## config.mk

```make
export PLATFORM = sky130hd
export DESIGN_NAME = iter_multiplier_flat
export DESIGN_NICKNAME = d
export VERILOG_FILES = /design/src/rtl/iter_multiplier_if.sv /design/src/rtl/iter_multiplier.sv /design/src/flat_wrapper.sv
export SDC_FILE = /design/constraint.sdc
export NUM_CORES = 1
export LEC_CHECK = 0
export ABC_CLOCK_PERIOD_IN_PS = 5900
export BUFFER_PORTS_ARGS = -buffer_cell sky130_fd_sc_hd__buf_2
export CORE_MARGIN = 4
export CORE_UTILIZATION = 63
export DETAILED_ROUTE_END_ITERATION = 8
export HOLD_SLACK_MARGIN = 0.06
export PLACE_DENSITY = 0.86
export RECOVER_POWER = 25
export SYNTH_ARGS = -nofsm -noshare
export SYNTH_HDL_FRONTEND = slang
export SYNTH_SLANG_ARGS = --single-unit
```

## constraint.sdc

```tcl
create_clock -name clk -period 5.9 [get_ports clk]
set_clock_uncertainty 0.2 [all_clocks]
set_input_delay 1.475 -clock clk [delete_from_list [all_inputs] [get_ports clk]]
set_output_delay 1.475 -clock clk [all_outputs]
set_load 0.05 [all_outputs]
```

## src/rtl/iter_multiplier_if.sv

```systemverilog
// Request/response bundle between the execute stage and the iterative multiplier.
// The master issues operands with a start pulse; the slave returns busy/done/multRes.
interface iter_multiplier_if #(
    parameter int WIDTH = 64
);
    logic             start;
    logic [WIDTH-1:0] a;
    logic [WIDTH-1:0] b;
    logic             is_signed;
    logic             high;
    logic             busy;
    logic             done;
    logic [WIDTH-1:0] multRes;

    modport master (
        output start, a, b, is_signed, high,
        input  busy, done, multRes
    );

    modport slave (
        input  start, a, b, is_signed, high,
        output busy, done, multRes
    );
endinterface

```

## src/rtl/iter_multiplier.sv

```systemverilog
// Fixed-latency shift-add multiplier (WIDTH+1 edges from start to done).
// Define ITER_MULT_HIGH_EN to keep the full product and support high/signed results.
module iter_multiplier #(
    parameter int WIDTH = 64
) (
    input logic              clk,
    input logic              reset_n,
    iter_multiplier_if.slave bus
);
    localparam int CW = (WIDTH > 1) ? $clog2(WIDTH) : 1;
`ifdef ITER_MULT_HIGH_EN
    localparam int AW = 2 * WIDTH;
`else
    localparam int AW = WIDTH;
`endif

    typedef enum logic [1:0] {IDLE, RUN, DONE} state_t;

    state_t           state_q, state_d;
    logic [WIDTH-1:0] mcand_q, mcand_d;
    logic [WIDTH-1:0] mplier_q, mplier_d;
    logic [WIDTH-1:0] mult_res_q, mult_res_d;
    logic [AW-1:0]    acc_q, acc_d;
    logic [CW-1:0]    cnt_q, cnt_d;
    logic [WIDTH-1:0] addend;
    logic [AW-1:0]    acc_step;
    logic [WIDTH-1:0] result;

`ifdef ITER_MULT_HIGH_EN
    logic [WIDTH-1:0] b_q, b_d;
    logic             signed_q, signed_d;
    logic             high_q, high_d;
    logic [WIDTH:0]   sum;
    logic [WIDTH-1:0] hi_fix;
`else
    logic             unused_cfg;
    assign unused_cfg = bus.is_signed ^ bus.high;
`endif

    assign bus.busy    = (state_q == RUN);
    assign bus.done    = (state_q == DONE);
    assign bus.multRes = mult_res_q;

    always_comb begin
        addend = mplier_q[0] ? mcand_q : '0;
`ifdef ITER_MULT_HIGH_EN
        // Carry out of the upper half is kept and shifted back into the MSB.
        sum      = {1'b0, acc_q[AW-1:WIDTH]} + {1'b0, addend};
        acc_step = AW'({sum, acc_q[WIDTH-1:0]} >> 1);
        hi_fix   = acc_step[AW-1:WIDTH]
                 - (mcand_q[WIDTH-1] ? b_q : '0)
                 - (b_q[WIDTH-1] ? mcand_q : '0);
        if (!high_q)
            result = acc_step[WIDTH-1:0];
        else if (signed_q)
            result = hi_fix;
        else
            result = acc_step[AW-1:WIDTH];
`else
        // Low half only: shift the multiplicand left instead of the accumulator right.
        acc_step = acc_q + addend;
        result   = acc_step;
`endif
    end

    always_comb begin
        state_d    = state_q;
        mcand_d    = mcand_q;
        mplier_d   = mplier_q;
        acc_d      = acc_q;
        cnt_d      = cnt_q;
        mult_res_d = mult_res_q;
`ifdef ITER_MULT_HIGH_EN
        b_d        = b_q;
        signed_d   = signed_q;
        high_d     = high_q;
`endif
        case (state_q)
            IDLE, DONE: begin
                if (state_q == DONE)
                    state_d = IDLE;
                if (bus.start) begin
                    mcand_d  = bus.a;
                    mplier_d = bus.b;
                    acc_d    = '0;
                    cnt_d    = CW'(WIDTH - 1);
                    state_d  = RUN;
`ifdef ITER_MULT_HIGH_EN
                    b_d      = bus.b;
                    signed_d = bus.is_signed;
                    high_d   = bus.high;
`endif
                end
            end
            RUN: begin
                acc_d    = acc_step;
                mplier_d = mplier_q >> 1;
`ifndef ITER_MULT_HIGH_EN
                mcand_d  = mcand_q << 1;
`endif
                if (cnt_q == '0) begin
                    mult_res_d = result;
                    state_d    = DONE;
                end else begin
                    cnt_d = cnt_q - CW'(1);
                end
            end
            default: state_d = IDLE;
        endcase
    end

    always_ff @(posedge clk or negedge reset_n) begin
        if (!reset_n) begin
            state_q    <= IDLE;
            mcand_q    <= '0;
            mplier_q   <= '0;
            acc_q      <= '0;
            cnt_q      <= '0;
            mult_res_q <= '0;
`ifdef ITER_MULT_HIGH_EN
            b_q        <= '0;
            signed_q   <= 1'b0;
            high_q     <= 1'b0;
`endif
        end else begin
            state_q    <= state_d;
            mcand_q    <= mcand_d;
            mplier_q   <= mplier_d;
            acc_q      <= acc_d;
            cnt_q      <= cnt_d;
            mult_res_q <= mult_res_d;
`ifdef ITER_MULT_HIGH_EN
            b_q        <= b_d;
            signed_q   <= signed_d;
            high_q     <= high_d;
`endif
        end
    end
endmodule
```

## src/flat_wrapper.sv

```systemverilog
// flat-port wrapper written by rule: the top's interface ports become plain ports
module iter_multiplier_flat 
#(
    parameter int WIDTH = 64
)
  (clk, reset_n, bus_start, bus_a, bus_b, bus_is_signed, bus_high, bus_busy, bus_done, bus_multRes);
  iter_multiplier_if #(.WIDTH(WIDTH)) bus_i ();
  input logic clk;
  input logic reset_n;
  input wire logic [$bits(bus_i.start)-1:0] bus_start;
  input wire logic [$bits(bus_i.a)-1:0] bus_a;
  input wire logic [$bits(bus_i.b)-1:0] bus_b;
  input wire logic [$bits(bus_i.is_signed)-1:0] bus_is_signed;
  input wire logic [$bits(bus_i.high)-1:0] bus_high;
  output wire logic [$bits(bus_i.busy)-1:0] bus_busy;
  output wire logic [$bits(bus_i.done)-1:0] bus_done;
  output wire logic [$bits(bus_i.multRes)-1:0] bus_multRes;
  assign bus_i.start = bus_start;
  assign bus_i.a = bus_a;
  assign bus_i.b = bus_b;
  assign bus_i.is_signed = bus_is_signed;
  assign bus_i.high = bus_high;
  assign bus_busy = bus_i.busy;
  assign bus_done = bus_i.done;
  assign bus_multRes = bus_i.multRes;
  iter_multiplier #(.WIDTH(WIDTH)) u_core (.clk(clk), .reset_n(reset_n), .bus(bus_i));
endmodule
```

==> reports/qor.json <==
{
  "worst_setup_path_endpoint": {"value": "u_core.bus.multRes[61]$_DFFE_PN0P_"},
  "min-delay-path-class": {"value": "reg -> reg"},
  "cts.root.buffer_cell": {"value": "clkbuf_16"},
  "grt_pass1_vias": {"value": 12600},
  "floorplan.die_area": {"value": 0.0260, "unit": "sq mm"},
  "dp.final_hpwl": {"value": 25.7, "unit": "mm"},
  "total_switching_power": {"value": 4.24, "unit": "mW"},
  "place_ws": {"value": 1.46, "unit": "ns"},
  "cp.required": {"value": 6.14, "unit": "ns"},
  "timing.reg2reg.worst_path_depth": {"value": 12},
  "p_seq_frac": {"value": 0.319},
  "grt_max_degree": {"value": 122},
  "synthXorXnorAreaFrac": {"value": 0.0360},
  "totalWireLength": {"value": 37.5, "unit": "mm"},
  "fmax": {"value": 221, "unit": "MHz"},
  "path_class": {"value": "reg -> reg"},
  "drt_drc_violations_left": {"value": 0},
  "power_frac_clock": {"value": 0.187},
  "grt-ovfl-total": {"value": 0},
  "synth.cell_area": {"value": 0.0148, "unit": "sq mm"},
  "timing_worst_slew_pin_value": {"value": 3.11, "unit": "ns"},
  "finalNetCount": {"value": 1984},
  "total_leakage_power": {"value": 8.69, "unit": "nW"},
  "synth.yosys.warnings": {"value": 0},
  "drt.antenna.violating_nets": {"value": 0},
  "yosysUniqueCellTypes": {"value": 70},
  "final_max_slew_viol_count": {"value": 120},
  "wl_per_cell": {"value": 17.7, "unit": "um"},
  "die_h": {"value": 161, "unit": "um"},
  "detail_route.first_pass.iterations": {"value": 5},
  "clock_tree_from_tritoncts": {"value": "yes"},
  "p_comb_frac": {"value": 0.494},
  "drive_gt1_frac": {"value": 0.161},
  "hold_slack": {"value": 0.271, "unit": "ns"},
  "synth_compound_area_frac": {"value": 0.217},
  "critical-path-max-stage-delay": {"value": 0.71, "unit": "ns"},
  "viasPerCell": {"value": 6.04},
  "grt_setup_unrepaired": {"value": "no"},
  "clkSlewWorstSetupHoldPaths": {"value": 0.06, "unit": "ns"},
  "main_combinational_cell_family_by_area_after_synthesis": {"value": "compound AO/OA/AOI/OAI gates"},
  "floorplan.die.width": {"value": 161, "unit": "um"},
  "layout_worst_path_cycle_share": {"value": 0.767},
  "clock_tree.buffer_depth": {"value": 3},
  "rows": {"value": 55},
  "endpoint_kind": {"value": "flip-flop"},
  "maxCapViolations": {"value": 1},
  "power_switching_share": {"value": 0.434},
  "yosys-mux-area-fraction": {"value": 0.0160},
  "critPathSlowestCell": {"value": "dfrtp_1"},
  "critPathLaunchType": {"value": "flip-flop"},
  "initial_utilization": {"value": 0.647},
  "tritoncts_num_sinks": {"value": 264},
  "path_max_fanout": {"value": 38},
  "ys_ff_latch": {"value": 264},
  "synth-edff-count": {"value": 0},
  "cts-resized-gates": {"value": 0},
  "synth_fp_nets": {"value": 1858},
  "insertion_delay": {"value": 0.55, "unit": "ns"},
  "cellInternalPower": {"value": 5.54, "unit": "mW"},
  "grt.total_usage": {"value": 0.282},
  "cts_made_buffers": {"value": 28},
  "timing.critical_path.cells": {"value": "buf_12, and2_1, ha_1, nand4_1, nor4_1, nand4b_1, o22ai_1, o21ai_1, a21oi_1, a41oi_1, xnor2_1, mux2_2"},
  "ys_async_sr_fraction": {"value": 1.00},
  "setup-tns-final": {"value": 0, "unit": "ns"},
  "failed_checks": {"value": "capacitance limit, slew limit"},
  "instance_count_of_the_mapped_netlist": {"value": 1659},
  "cts_setup_buffers": {"value": 0},
  "numPortBuffers": {"value": 196},
  "finish.utilization": {"value": 0.736},
  "placeableCoreArea": {"value": 0.0229, "unit": "sq mm"},
  "power_density": {"value": 580, "unit": "mW/mm^2"},
  "report.final.hold_viol_count": {"value": 0},
  "worstReg2RegEnd": {"value": "u_core.bus.multRes[61]$_DFFE_PN0P_"},
  "synth_simple_gate_area_frac": {"value": 0.195},
  "worst_setup_sp": {"value": "u_core.mplier_q[0]$_DFFE_PN0P_"},
  "setup.reg_to_reg.worst_slack": {"value": 1.37, "unit": "ns"},
  "drt_iter0_drc": {"value": 1050},
  "io_pins": {"value": 199},
  "postSynthAreaPerCell": {"value": 8.93, "unit": "sq um"},
  "min-delay-start": {"value": "u_core.bus.multRes[25]$_DFFE_PN0P_"},
  "synthAdderAreaFrac": {"value": 0.0562},
  "number_of_antenna_violations_at_the_first_check_in_global_routing": {"value": 2},
  "finalWorstSetupSlack": {"value": 1.37, "unit": "ns"},
  "count_of_hold_buffers_inserted_by_post_cts_repair": {"value": 0},
  "worstPathArrival": {"value": 4.76, "unit": "ns"},
  "power.ir.vdd_worst": {"value": 0.312, "unit": "mV"},
  "finalWeightedCongestion": {"value": 0.948},
  "rr_startpoint": {"value": "u_core.mplier_q[0]$_DFFE_PN0P_"},
  "finalCriticalPeriod": {"value": 4.53, "unit": "ns"},
  "antenna_cells_inserted": {"value": 0},
  "relSlewSlack": {"value": -1.07},
  "h-tree-depth": {"value": 1},
  "grt_first_pass_wirelength": {"value": 62.0, "unit": "mm"},
  "synth-seq-area-share": {"value": 0.446},
  "area_growth_syn_to_layout": {"value": 13.8, "unit": "%"},
  "via_count": {"value": 12800},
  "setup_viol": {"value": 0},
  "run_status": {"value": "finished with violations"},
  "ys_dominant_reg_cell": {"value": "dfrtp_1"}
}
[power by group through the flow]
stage          registers (mW)  clock network [mW]  logic (mW)
6_report                 3.12                1.83        4.84
5_1_grt                  3.20                1.94        5.33
4_1_cts                  3.10                1.86        4.82
3_5_place_dp             3.12                   0        4.79
3_3_place_gp             3.08                   0        4.61
2_1_floorplan            3.35                   0        3.40
[kinds of logic after synthesis]
logic type | Yosys count
simple gates | 661
compound gates | 452
flops | 264
buf+inv | 134
fa+ha+maj | 66
xor+xnor | 61
mux | 21
[synthesized netlist by cell type, types with 4 or more instances]
| cell | n | area share |
|---|---|---|
| o31ai_1 | 8 | 0.0041 |
| o21a_1 | 5 | 0.0025 |
| a22o_1 | 58 | 0.034 |
| nand2b_1 | 6 | 0.0025 |
| clkbuf_1 | 96 | 0.024 |
| nand2_1 | 444 | 0.11 |
| nor4_1 | 10 | 0.0042 |
| nand3_1 | 20 | 0.0068 |
| a211oi_1 | 8 | 0.0041 |
| a31oi_1 | 11 | 0.0046 |
| o21bai_1 | 17 | 0.0086 |
| and3_1 | 6 | 0.0025 |
| nor3_1 | 14 | 0.0047 |
| a22oi_1 | 126 | 0.064 |
| o21ai_1 | 8 | 0.0027 |
| buf_2 | 7 | 0.0024 |
| a21oi_1 | 81 | 0.027 |
| nand4_1 | 23 | 0.0097 |
| ha_1 | 65 | 0.055 |
| dfrtp_1 | 264 | 0.45 |
| a211o_1 | 4 | 0.0024 |
| o21ai_0 | 46 | 0.016 |
| nor2_1 | 52 | 0.013 |
| a21o_1 | 37 | 0.019 |
| xnor2_1 | 35 | 0.021 |
| mux2_2 | 17 | 0.013 |
| xor2_1 | 26 | 0.015 |
| o211ai_1 | 10 | 0.0051 |
| and2_1 | 68 | 0.029 |
| inv_1 | 23 | 0.0058 |
| buf_1 | 7 | 0.0018 |
[flip-flops by register name, indices dropped and copies added, names as in the netlist]
signal	cells
u_core.acc_q	64
u_core.bus.multRes	64
u_core.cnt_q	6
u_core.mcand_q	64
u_core.mplier_q	64
u_core.state_q	2
[routing by layer]
layer,global-route usage,vias up,share of wire
met4,0.0803,4,0.026
met3,0.0564,74,0.069
met2,0.464,388,0.48
met1,0.384,6196,0.43
li1,-,6126,-
met5,0,-,0.00037
[final cells by class]
| class | count | area [sq um] |
|---|---|---|
| Clock buffer | 37 | 805 |
| Clock inverter | 11 | 158 |
| Fill cell | 1724 | 6050 |
| Inverter | 24 | 95.1 |
| Multi-Input combinational cell | 1261 | 7720 |
| Sequential cell | 264 | 6610 |
| Tap cell | 313 | 392 |
| Timing Repair Buffer | 206 | 1090 |
[worst max-delay path, delay by kind of cell (launching register included)]
| family | cells | cell delay, ns |
|---|---|---|
| fa+ha+maj | 1 | 0.41 |
| buf+inv | 1 | 0.33 |
| compound gates | 4 | 1.25 |
| mux | 1 | 0.28 |
| flops | 1 | 0.71 |
| simple gates | 4 | 1.00 |
| xor+xnor | 1 | 0.20 |
[cells in the final DEF (no fill, tap or decap), types with 28 or more instances in the layout]
master,count
a21o_1,37
buf_2,195
a21oi_1,81
ha_1,65
and2_1,68
xnor2_1,35
nand2_1,443
a22oi_1,126
o21ai_0,47
a22o_1,58
clkbuf_16,28
nor2_1,51
dfrtp_1,264
[worst min-delay path by stage]
stage | to | cells after the start | slack [ns]
3_5_place_dp | u_core.bus.multRes[6]$_DFFE_PN0P_ | 2 | 0.26
3_3_place_gp | u_core.bus.multRes[21]$_DFFE_PN0P_ | 2 | 0.25
2_1_floorplan | u_core.mplier_q[10]$_DFFE_PN0P_ | 2 | 0.25
5_1_grt | u_core.bus.multRes[38]$_DFFE_PN0P_ | 2 | 0.30
6_report | u_core.bus.multRes[25]$_DFFE_PN0P_ | 2 | 0.27
4_1_cts | u_core.bus.multRes[22]$_DFFE_PN0P_ | 2 | 0.27
[stage by stage]
stage / cell area (sq um) / total power, mW / instances
3_5_place_dp: 15900 / 7.91 / 2068
5_1_grt: 16900 / 10.5 / 2116
4_1_cts: 16900 / 9.78 / 2116
6_report: 16900 / 9.78 / 2116
3_3_place_gp: 15900 / 7.69 / 2068
2_1_floorplan: 14800 / 6.75 / 1659
Power figures use the tool's default switching activity.
